### src/rtl/fb_pkg.sv
// fb_pkg: shared constants and types for the VGA framebuffer write path.
// Geometry defaults to 640x480 with 8-bit pixels in an M10k framebuffer.
// It also holds the arbiter state and grant enums and a saturating
// counter helper.
package fb_pkg;

    localparam int WIDTH    = 640;
    localparam int HEIGHT   = 480;
    localparam int FB_DEPTH = WIDTH * HEIGHT;
    localparam int ADDR_W   = 19;
    localparam int COLOR_W  = 8;
    localparam int COORD_W  = 10;

    typedef enum logic {
        IDLE  = 1'b0,
        CLEAR = 1'b1
    } state_t;

    typedef enum logic {
        GNT_CLEAR = 1'b0,
        GNT_PLOT  = 1'b1
    } grant_t;

    // 16-bit increment that sticks at all-ones instead of wrapping.
    function automatic logic [15:0] sat_inc16(input logic [15:0] value);
        logic [15:0] result;
        if (value == 16'hFFFF) begin
            result = value;
        end else begin
            result = value + 16'd1;
        end
        return result;
    endfunction

endpackage

### src/rtl/fb_addr_calc.sv
// fb_addr_calc: combinational pixel-coordinate to framebuffer-address mapping.
// Ports:
//   x, y      in   pixel column / row
//   addr      out  FB_WIDTH*y + x, truncated to ADDR_W bits
//   in_range  out  1 when x < FB_WIDTH and y < FB_HEIGHT
// addr is only meaningful when in_range is set. Out-of-range
// coordinates may wrap.
module fb_addr_calc
    import fb_pkg::*;
#(
    parameter int FB_WIDTH  = fb_pkg::WIDTH,
    parameter int FB_HEIGHT = fb_pkg::HEIGHT
) (
    input  logic [COORD_W-1:0] x,
    input  logic [COORD_W-1:0] y,
    output logic [ADDR_W-1:0]  addr,
    output logic               in_range
);

    // Row-major address and bounds check.
    always_comb begin
        addr     = ADDR_W'(FB_WIDTH) * ADDR_W'(y) + ADDR_W'(x);
        in_range = (x < COORD_W'(FB_WIDTH)) && (y < COORD_W'(FB_HEIGHT));
    end

endmodule

### src/rtl/fb_write_arbiter.sv
// fb_write_arbiter: shares the single M10k write port between the built-in
// full-frame clear engine and an external pixel plotter.
// Ports:
//   clk, reset            clock, asynchronous active-high reset
//   clear_start/color     pulse to start or restart a clear with a fill value
//   plot_valid/ready      plot handshake; plot_x/plot_y/plot_color payload
//   wr_en/addr/data       registered M10k write port
//   clear_busy            high while the clear sweep is running
//   frame_done            one-cycle pulse alongside the last clear write
//   drop_count            saturating count of out-of-range plots
// A plot is only let through behind the clear pointer. This ensures a sweep
// never overwrites a fresh pixel. During a sweep, plot and clear grants
// alternate, so the clear advances at least every second cycle.
module fb_write_arbiter
    import fb_pkg::*;
#(
    parameter int FB_WIDTH  = fb_pkg::WIDTH,
    parameter int FB_HEIGHT = fb_pkg::HEIGHT
) (
    input  logic               clk,
    input  logic               reset,
    input  logic               clear_start,
    input  logic [COLOR_W-1:0] clear_color,
    input  logic               plot_valid,
    output logic               plot_ready,
    input  logic [COORD_W-1:0] plot_x,
    input  logic [COORD_W-1:0] plot_y,
    input  logic [COLOR_W-1:0] plot_color,
    output logic               wr_en,
    output logic [ADDR_W-1:0]  wr_addr,
    output logic [COLOR_W-1:0] wr_data,
    output logic               clear_busy,
    output logic               frame_done,
    output logic [15:0]        drop_count
);

    localparam logic [ADDR_W-1:0] LAST_ADDR = ADDR_W'(FB_WIDTH * FB_HEIGHT - 1);

    state_t             state_r;
    grant_t             last_grant_r;
    logic [ADDR_W-1:0]  ptr_r;
    logic [COLOR_W-1:0] fill_color_r;
    logic               wr_en_r;
    logic [ADDR_W-1:0]  wr_addr_r;
    logic [COLOR_W-1:0] wr_data_r;
    logic               frame_done_r;
    logic [15:0]        drop_count_r;

    logic [ADDR_W-1:0]  plot_addr_s;
    logic               plot_in_range_s;
    logic               plot_eligible_s;
    logic               plot_fire_s;

    fb_addr_calc #(
        .FB_WIDTH  (FB_WIDTH),
        .FB_HEIGHT (FB_HEIGHT)
    ) u_addr_calc (
        .x        (plot_x),
        .y        (plot_y),
        .addr     (plot_addr_s),
        .in_range (plot_in_range_s)
    );

    // Ready decode. It never looks at plot_valid. A clear_start always
    // takes the cycle.
    always_comb begin
        plot_ready      = 1'b0;
        plot_eligible_s = !plot_in_range_s || (plot_addr_s < ptr_r);
        if (clear_start) begin
            plot_ready = 1'b0;
        end else begin
            case (state_r)
                IDLE:    plot_ready = 1'b1;
                CLEAR:   plot_ready = plot_eligible_s && (last_grant_r == GNT_CLEAR);
                default: plot_ready = 1'b0;
            endcase
        end
        plot_fire_s = plot_valid && plot_ready;
    end

    // Arbiter FSM, clear pointer, registered write port and drop counter.
    always_ff @(posedge clk or posedge reset) begin
        if (reset) begin
            state_r      <= IDLE;
            last_grant_r <= GNT_CLEAR;
            ptr_r        <= '0;
            fill_color_r <= '0;
            wr_en_r      <= 1'b0;
            wr_addr_r    <= '0;
            wr_data_r    <= '0;
            frame_done_r <= 1'b0;
            drop_count_r <= 16'd0;
        end else begin
            wr_en_r      <= 1'b0;
            frame_done_r <= 1'b0;

            // Accepted plot: out-of-range ones occupy the slot but do not write.
            if (plot_fire_s) begin
                wr_en_r      <= plot_in_range_s;
                wr_addr_r    <= plot_addr_s;
                wr_data_r    <= plot_color;
                last_grant_r <= GNT_PLOT;
                if (!plot_in_range_s) begin
                    drop_count_r <= sat_inc16(drop_count_r);
                end
            end

            case (state_r)
                IDLE: begin
                    if (clear_start) begin
                        state_r      <= CLEAR;
                        ptr_r        <= '0;
                        fill_color_r <= clear_color;
                        last_grant_r <= GNT_CLEAR;
                    end
                end
                CLEAR: begin
                    if (clear_start) begin
                        // Restart from the top with the new color; no grant this cycle.
                        ptr_r        <= '0;
                        fill_color_r <= clear_color;
                        last_grant_r <= GNT_CLEAR;
                    end else if (!plot_fire_s) begin
                        wr_en_r      <= 1'b1;
                        wr_addr_r    <= ptr_r;
                        wr_data_r    <= fill_color_r;
                        last_grant_r <= GNT_CLEAR;
                        if (ptr_r == LAST_ADDR) begin
                            state_r      <= IDLE;
                            ptr_r        <= '0;
                            frame_done_r <= 1'b1;
                        end else begin
                            ptr_r <= ptr_r + ADDR_W'(1);
                        end
                    end
                end
                default: begin
                    state_r <= IDLE;
                    ptr_r   <= '0;
                end
            endcase
        end
    end

    assign wr_en      = wr_en_r;
    assign wr_addr    = wr_addr_r;
    assign wr_data    = wr_data_r;
    assign frame_done = frame_done_r;
    assign drop_count = drop_count_r;
    assign clear_busy = (state_r == CLEAR);

endmodule
### config.mk
export PLATFORM = sky130hd
export DESIGN_NAME = fb_write_arbiter
export DESIGN_NICKNAME = d
export VERILOG_FILES = /design/src/rtl/fb_pkg.sv /design/src/rtl/fb_addr_calc.sv /design/src/rtl/fb_write_arbiter.sv
export SDC_FILE = /design/constraint.sdc
export NUM_CORES = 1
export LEC_CHECK = 0
export ABC_CLOCK_PERIOD_IN_PS = 4500
export CORE_AREA = 2 2 104 96
export DETAILED_ROUTE_END_ITERATION = 8
export DIE_AREA = 0 0 106 98
export MAX_ROUTING_LAYER = met4
export PLACE_DENSITY = 0.83
export SETUP_SLACK_MARGIN = 0.5
export SYNTH_ARGS = -nofsm -noshare
export SYNTH_HDL_FRONTEND = slang
export SYNTH_SLANG_ARGS = --single-unit
### constraint.sdc
create_clock -name clk -period 4.5 [get_ports clk]
set_input_delay 0.45 -clock clk [delete_from_list [all_inputs] [get_ports clk]]
set_output_delay 0.45 -clock clk [all_outputs]
set_load 0.005 [all_outputs]
==> results of run 1 <==
-- worst register-to-register path: stages (launching register included) --
cell and delay (ns):
dfrtp_1 0.55, inv_1 0.18, ha_1 0.36, a21o_1 0.20, a21oi_2 0.14, nor2b_2 0.07
buf_4 0.13, buf_6 0.10, o311a_4 0.33, nor3_4 0.18, buf_6 0.17, buf_12 0.11
clkbuf_16 0.14, buf_8 0.14, nand2_2 0.05, o21ai_1 0.11
-- report_power, final --
group          internal, uW  switching, uW  leakage (uW)  total, uW
Sequential              737           77.0      0.000964        814
Combinational           490            424       0.00210        914
Clock                   260            298     0.0000998        558
-- layout make-up --
class	count	area share, %
Clock buffer	9	1.69
Clock inverter	7	1.06
Inverter	28	1.43
Multi-Input combinational cell	379	44.7
Sequential cell	74	25.2
Tap cell	126	2.15
Timing Repair Buffer	170	23.8
-- Yosys cell counts (all sizes together) (3+ instances only) --
library cell | number | area share (%)
mux2 | 12 | 2.8
clkbuf | 6 | 0.47
nor4 | 4 | 0.84
and3 | 5 | 0.78
nor2b | 6 | 0.78
a21oi | 38 | 4.2
nor2 | 44 | 3.6
o221ai | 3 | 0.55
nor3 | 7 | 1.1
xor2 | 15 | 2.7
xnor2 | 15 | 2.7
nand2 | 48 | 3.8
nand3 | 22 | 2.5
inv | 28 | 2.2
nand4 | 10 | 1.3
a21o | 7 | 1.1
o31ai | 7 | 1.4
buf | 14 | 3.0
o21ai | 60 | 7.1
mux2i | 9 | 1.9
ha | 39 | 10
dfrtp | 74 | 39
-- sequential cells by signal, indices dropped and copies added (netlist names) --
register / cells
wr_en: 1
drop_count: 16
clear_busy: 1
wr_addr: 19
last_grant_r: 1
wr_data: 8
ptr_r: 19
frame_done: 1
fill_color_r: 8
-- what timing repair did --
action                     CTS  global route
pin swaps                   23            45
hold buffers                 0             0
setup endpoints to repair   51            51
gates cloned                 0            10
buffers inserted             8            15
resized for setup           66           142
-- metal layers --
layer / global-route usage, % / up-vias / share of wire (%)
li1: - / 2097 / -
met5: - / - / 0
met2: 45.8 / 402 / 48
met4: 11.7 / 0 / 6.7
met1: 32.4 / 2475 / 37
met3: 3.94 / 143 / 8.5
-- through the flow --
step	utilization, %	cell area [sq um]
2_1_floorplan	-	4840
3_3_place_gp	64.9	6110
3_5_place_dp	64.9	6110
4_1_cts	70.0	6580
5_1_grt	78.1	7350
6_report	78.1	7350
-- logic make-up after synthesis --
| family | synth area share, % |
|---|---|
| and+or+nand+nor | 17.0 |
| AOI/OAI and AO/OA | 17.5 |
| DFF | 38.7 |
| buffers and inverters | 5.62 |
| adders and majority gates | 11.0 |
| xor gates and xnor gates | 5.49 |
| muxes | 4.70 |
-- worst paths after layout --
kind	startpoint	to	cells after the start
setup / recovery	plot_y[3]	plot_ready	17
hold / removal	drop_count[12]$_DFFE_PP0P_	drop_count[12]$_DFFE_PP0P_	1
setup reg to reg	ptr_r[16]$_DFFE_PP0P_	wr_data[1]$_DFF_PP0_	15
hold reg to reg	drop_count[12]$_DFFE_PP0P_	drop_count[12]$_DFFE_PP0P_	1
max in group asynchronous	reset	fill_color_r[3]$_DFFE_PP0P_	3
min in group asynchronous	reset	ptr_r[18]$_DFFE_PP0P_	2
==> results_dict.tcl, run 1 <==
set metrics [dict create \
    fmax_mhz 227 \
    powerDensity_nw_per_um2 311 \
    ios 87 \
    ys_types 60 \
    dp_hpwl_um 9140 \
    crit_family "compound AO/OA/AOI/OAI gates" \
    fin_cells 793 \
    finalHoldViolCount 0 \
    critical_path_required_ns 4.05 \
    finalCriticalPeriod_ns 4.40 \
    first_global_vias 4510 \
    maxSlewViolCount 0 \
    rows 34 \
    ys_seq_area_share_pct 38.7 \
    antenna_found_initial 0 \
    antennaDiodeCount 0 \
    cp-end-kind "output pin" \
    layout_common_cells "clkdlybuf4s50_1 (77), dfrtp_1 (74), buf_4 (57), nor2_1 (41), o21ai_2 (31)" \
    drcViolationCount 0 \
    ys_seq_elements 74 \
    post-place-ws_ns -0.616 \
    fill_cells 484 \
    r2r_slack_ns 1.45 \
    syn_nets 582 \
    grt_remaining_overflow 0 \
    die_area_sq_um 10400 \
    crit_type "primary input to output pin" \
    detail_route.wl_per_cell_um 23.0 \
    crit_slowest_cell "a2111o_1" \
    clock_latency_ns 0.37 \
    path_clk_slew_ns 0.08 \
    tns_ns 0 \
    dieWidth_um 106 \
    hp-class "register to register" \
    hold-worst-slack_ns 0.502 \
    leakagePower_uw 0.00316 \
    startpoint_type "primary input" \
    cp.arrival_ns 3.95 \
    final_nets 743 \
    ir_drop_v 0.000156 \
    placedCellCount 744 \
    area.growth.synth_to_final_pct 53.4 \
    cpPeakStageDelay_ns 0.38 \
    cts_tree "built" \
    worstPathCellList "buf_8 > ha_4 > ha_4 > fa_2 > a211oi_2 > o21ai_1 > a21o_1 > a21oi_1 > xnor2_1 > xnor2_2 > ha_1 > nand4_1 > nor2_2 > a2111o_1 > a21o_1 > a21oi_2 > buf_2" \
    final_common_cell "clkdlybuf4s50_1" \
    clk_path_buf_depth 2 \
    synth_edf_count 0 \
    synth_area_sq_um 4790 \
    cts_buffers 9 \
    synth_ff_type "dfrtp_1" \
    die_y_um 98 \
    cts_root_buf "clkbuf_8" \
    worst_slack_ns 0.0969 \
    grt_max_degree 49 \
    core_sq_um 9400 \
    num_vias 5117 \
    viasPerCell 6.45 \
    ctsHtreeMaxLevel 3 \
    yosysWarnings 0 \
    firstDrtPassIters 7 \
    start_util_pct 50.9 \
    grt_pass1_wl_um 21800 \
    seq_area_sq_um 1850 \
    drive_above_1_share_pct 36.3 \
    place.gp.congestion 0.883 \
    status "finished, final reports clean" \
    finalSetupViolCount 0 \
    max_cap_violations 0 \
    port_buffers 86 \
    syn_area_per_cell_sq_um 9.56 \
    synthCells 501 \
    multi_input_area_sq_um 3280 \
    ant_nets 0 \
    timing.final.crit_share_pct 97.8 \
    p_total_uw 2290 \
    tightest_slew_ns 1.03 \
    relSlewSlack_pct 31.5 \
    async_reset_ff_share_pct 100 \
    rsz0062_at_grt "true" \
    wirelength_um 18200 \
    drt_iter0_markers 495 \
    clock_skew_ns 0.0142 \
    cts_sinks 74 \
    critPathBufInv 2 \
    grtUsageTotal_pct 27.1 \
    crit_fanout 3 \
]
Note: power is estimated with default switching activity, not from simulation.
==> run 2, diff against run 1 <==
Settings changed: ABC_CLOCK_PERIOD_IN_PS 4500 to unset, HOLD_SLACK_MARGIN set to 0.05.
==> results of run 2 <==
Final layout, timing and power as in run 1 (identical DEF).
==> run 3, diff against run 2 <==
Clock period 4.5 ns to 4.3 ns, I/O delays scaled along.
==> run 3 against run 2 <==
  * Final area shrank 4.8%
  * Sequential share of layout area increased by 1.3 points
  * Non-clock buffer count down 9
  * Global-route usage up 0.26 points
  * Clock skew fell by 0.0075 ns
  * Total power fell by 5.2%
  * Sequential cell count unchanged
  * Utilization decreased by 3.7 points
  * Critical path depth rose by 2
  * First-iteration DRC count down 34%
  * Final cell count decreased by 1.1%
  * Largest power group unchanged
  * Highest routed layer unchanged
==> results_dict.tcl, run 3 (same netlist as run 1, synthesis figures left out) <==
set metrics [dict create \
    status "finished, final reports clean" \
    cp-end-kind "output pin" \
    detail_route.wl_per_cell_um 18.2 \
    antennaDiodeCount 0 \
    hp-class "register to register" \
    grtUsageTotal_pct 27.4 \
    dieWidth_um 106 \
    design_area_sq_um 7000 \
    dp_hpwl_um 8580 \
    area.growth.synth_to_final_pct 46.1 \
    p_clk_share_pct 22.5 \
    finalSetupViolCount 0 \
    cpMostUsedCell "a21o_1" \
    ctsHtreeMaxLevel 3 \
    first_global_vias 4554 \
    clk_path_buf_depth 2 \
    num_vias 4547 \
    drt_iter0_markers 325 \
    layout_common_cells "clkdlybuf4s50_1 (77), dfrtp_1 (74), buf_4 (52), nand2_1 (47), nor2_1 (42)" \
    port_buffers 86 \
    maxSlewViolCount 0 \
    path_clk_slew_ns 0.08 \
    comb_power_share_pct 38.8 \
    cts_sinks 74 \
    cts_root_buf "clkbuf_8" \
    drive_above_1_share_pct 28.1 \
    cts_tree "built" \
    finalCriticalPeriod_ns 4.25 \
    leakagePower_uw 0.00301 \
    critical_path_required_ns 3.87 \
    firstDrtPassIters 5 \
    p_sw_share_pct 32.9 \
    finalHoldViolCount 0 \
    drcViolationCount 0 \
    crit_slowest_cell "fa_2" \
    post-place-ws_ns -0.744 \
    ios 87 \
    use_met1_pct 32.8 \
    ant_nets 0 \
    cpPeakStageDelay_ns 0.36 \
    powerDensity_nw_per_um2 310 \
    fill_cells 600 \
    seq_power_share_pct 38.7 \
    grt-busiest-layer "met2" \
    crit_fanout 3 \
    place.gp.congestion 0.858 \
    core_sq_um 9400 \
    cts_buffers 9 \
    final_common_cell "clkdlybuf4s50_1" \
    relSlewSlack_pct 40.2 \
    viasPerCell 5.80 \
    crit_type "primary input to output pin" \
    power.switching_uw 712 \
    timing.final.crit_share_pct 99.0 \
    antenna_found_initial 0 \
    grt_max_degree 49 \
    max_cap_violations 0 \
    fmax_mhz 235 \
    grt_pass1_wl_um 22000 \
    grt_remaining_overflow 0 \
    ir_drop_v 0.000209 \
    placed_cell_area_sq_um 6100 \
    gr-usage-met2_pct 46.9 \
    worst_slack_ns 0.0450 \
    worstPathCellList "buf_8 > ha_4 > ha_4 > fa_2 > a21o_1 > a21oi_4 > xnor2_2 > and4_4 > buf_4 > nand2_2 > xnor2_2 > ha_1 > a21o_1 > a21oi_1 > nor2b_1 > a2111o_1 > a21o_1 > a21oi_2 > buf_2" \
    die_area_sq_um 10400 \
    start_util_pct 50.9 \
    die_y_um 98 \
    clock_latency_ns 0.36 \
    rsz0062_at_grt "true" \
    met3_usage_pct 5.41 \
    wirelength_um 14300 \
    multi_input_area_sq_um 3020 \
    rows 34 \
    startpoint_type "primary input" \
    internal_power_uw 1460 \
    clock_skew_ns 0.00663 \
    final_nets 734 \
    seq_area_sq_um 1850 \
    cp.arrival_ns 3.82 \
    tightest_slew_ns 0.896 \
]
[run 3: power groups by stage]
stage	registers, uW	logic [uW]	clock network (uW)
CTS	837	767	492
global route	850	900	527
finish	839	841	488
detailed placement	850	672	0
floorplan	844	342	0
global placement	846	652	0
[run 3: area by class of cell]
cell class / instances / area share (%)
multi-input cells: 379 / 43.2
repair buffers: 161 / 24.1
inverters: 28 / 1.50
flip-flops and latches: 74 / 26.5
well taps: 126 / 2.25
clock inverters: 6 / 0.608
clock buffers: 10 / 1.82
[run 3: timing repair]
action / 4_1_cts / 5_1_grt
hold buffers: 0 / 0
resized for setup: 76 / 51
pin swaps: 20 / 7
endpoints found under the setup margin: 51 / 51
cloned: 4 / 4
buffers inserted: 12 / 6
[run 3: stage by stage]
step	setup TNS, ns	utilization (%)	hold WS [ns]	std cells	power (uW)
5_1_grt	-1.46	74.4	0.521	784	2280
3_5_place_dp	-29.54	64.9	0.493	742	1520
2_1_floorplan	0	-	0.473	501	1190
6_report	0	74.4	0.502	784	2170
3_3_place_gp	-20.63	64.9	0.479	742	1500
4_1_cts	0	71.6	0.507	774	2100
[run 3: path summary, 6_finish.rpt]
kind,startpoint,cells after the start,endpoint,slack (ns)
setup reg to reg,ptr_r[0]$_DFFE_PP0P_,9,ptr_r[11]$_DFFE_PP0P_,1.49
setup / recovery,plot_y[3],19,plot_ready,0.05
hold / removal,drop_count[5]$_DFFE_PP0P_,1,drop_count[5]$_DFFE_PP0P_,0.50
hold reg to reg,drop_count[5]$_DFFE_PP0P_,1,drop_count[5]$_DFFE_PP0P_,0.50
min in group asynchronous,reset,2,drop_count[10]$_DFFE_PP0P_,0.58
max in group asynchronous,reset,3,ptr_r[17]$_DFFE_PP0P_,2.74
[run 3: critical path: cells and delay by family]
| kind | cells | cell delay [ns] |
|---|---|---|
| simple gates | 3 | 0.40 |
| xor+xnor | 2 | 0.35 |
| buf+inv | 3 | 0.33 |
| compound gates | 7 | 1.27 |
| fa+ha+maj | 4 | 1.03 |
[run 3: metal layers]
metal  vias up  part of all wire (%)
li1       2087                     -
met5         -                     0
met4         0                   2.2
met1      2209                    39
met3        37                   6.8
met2       214                    52
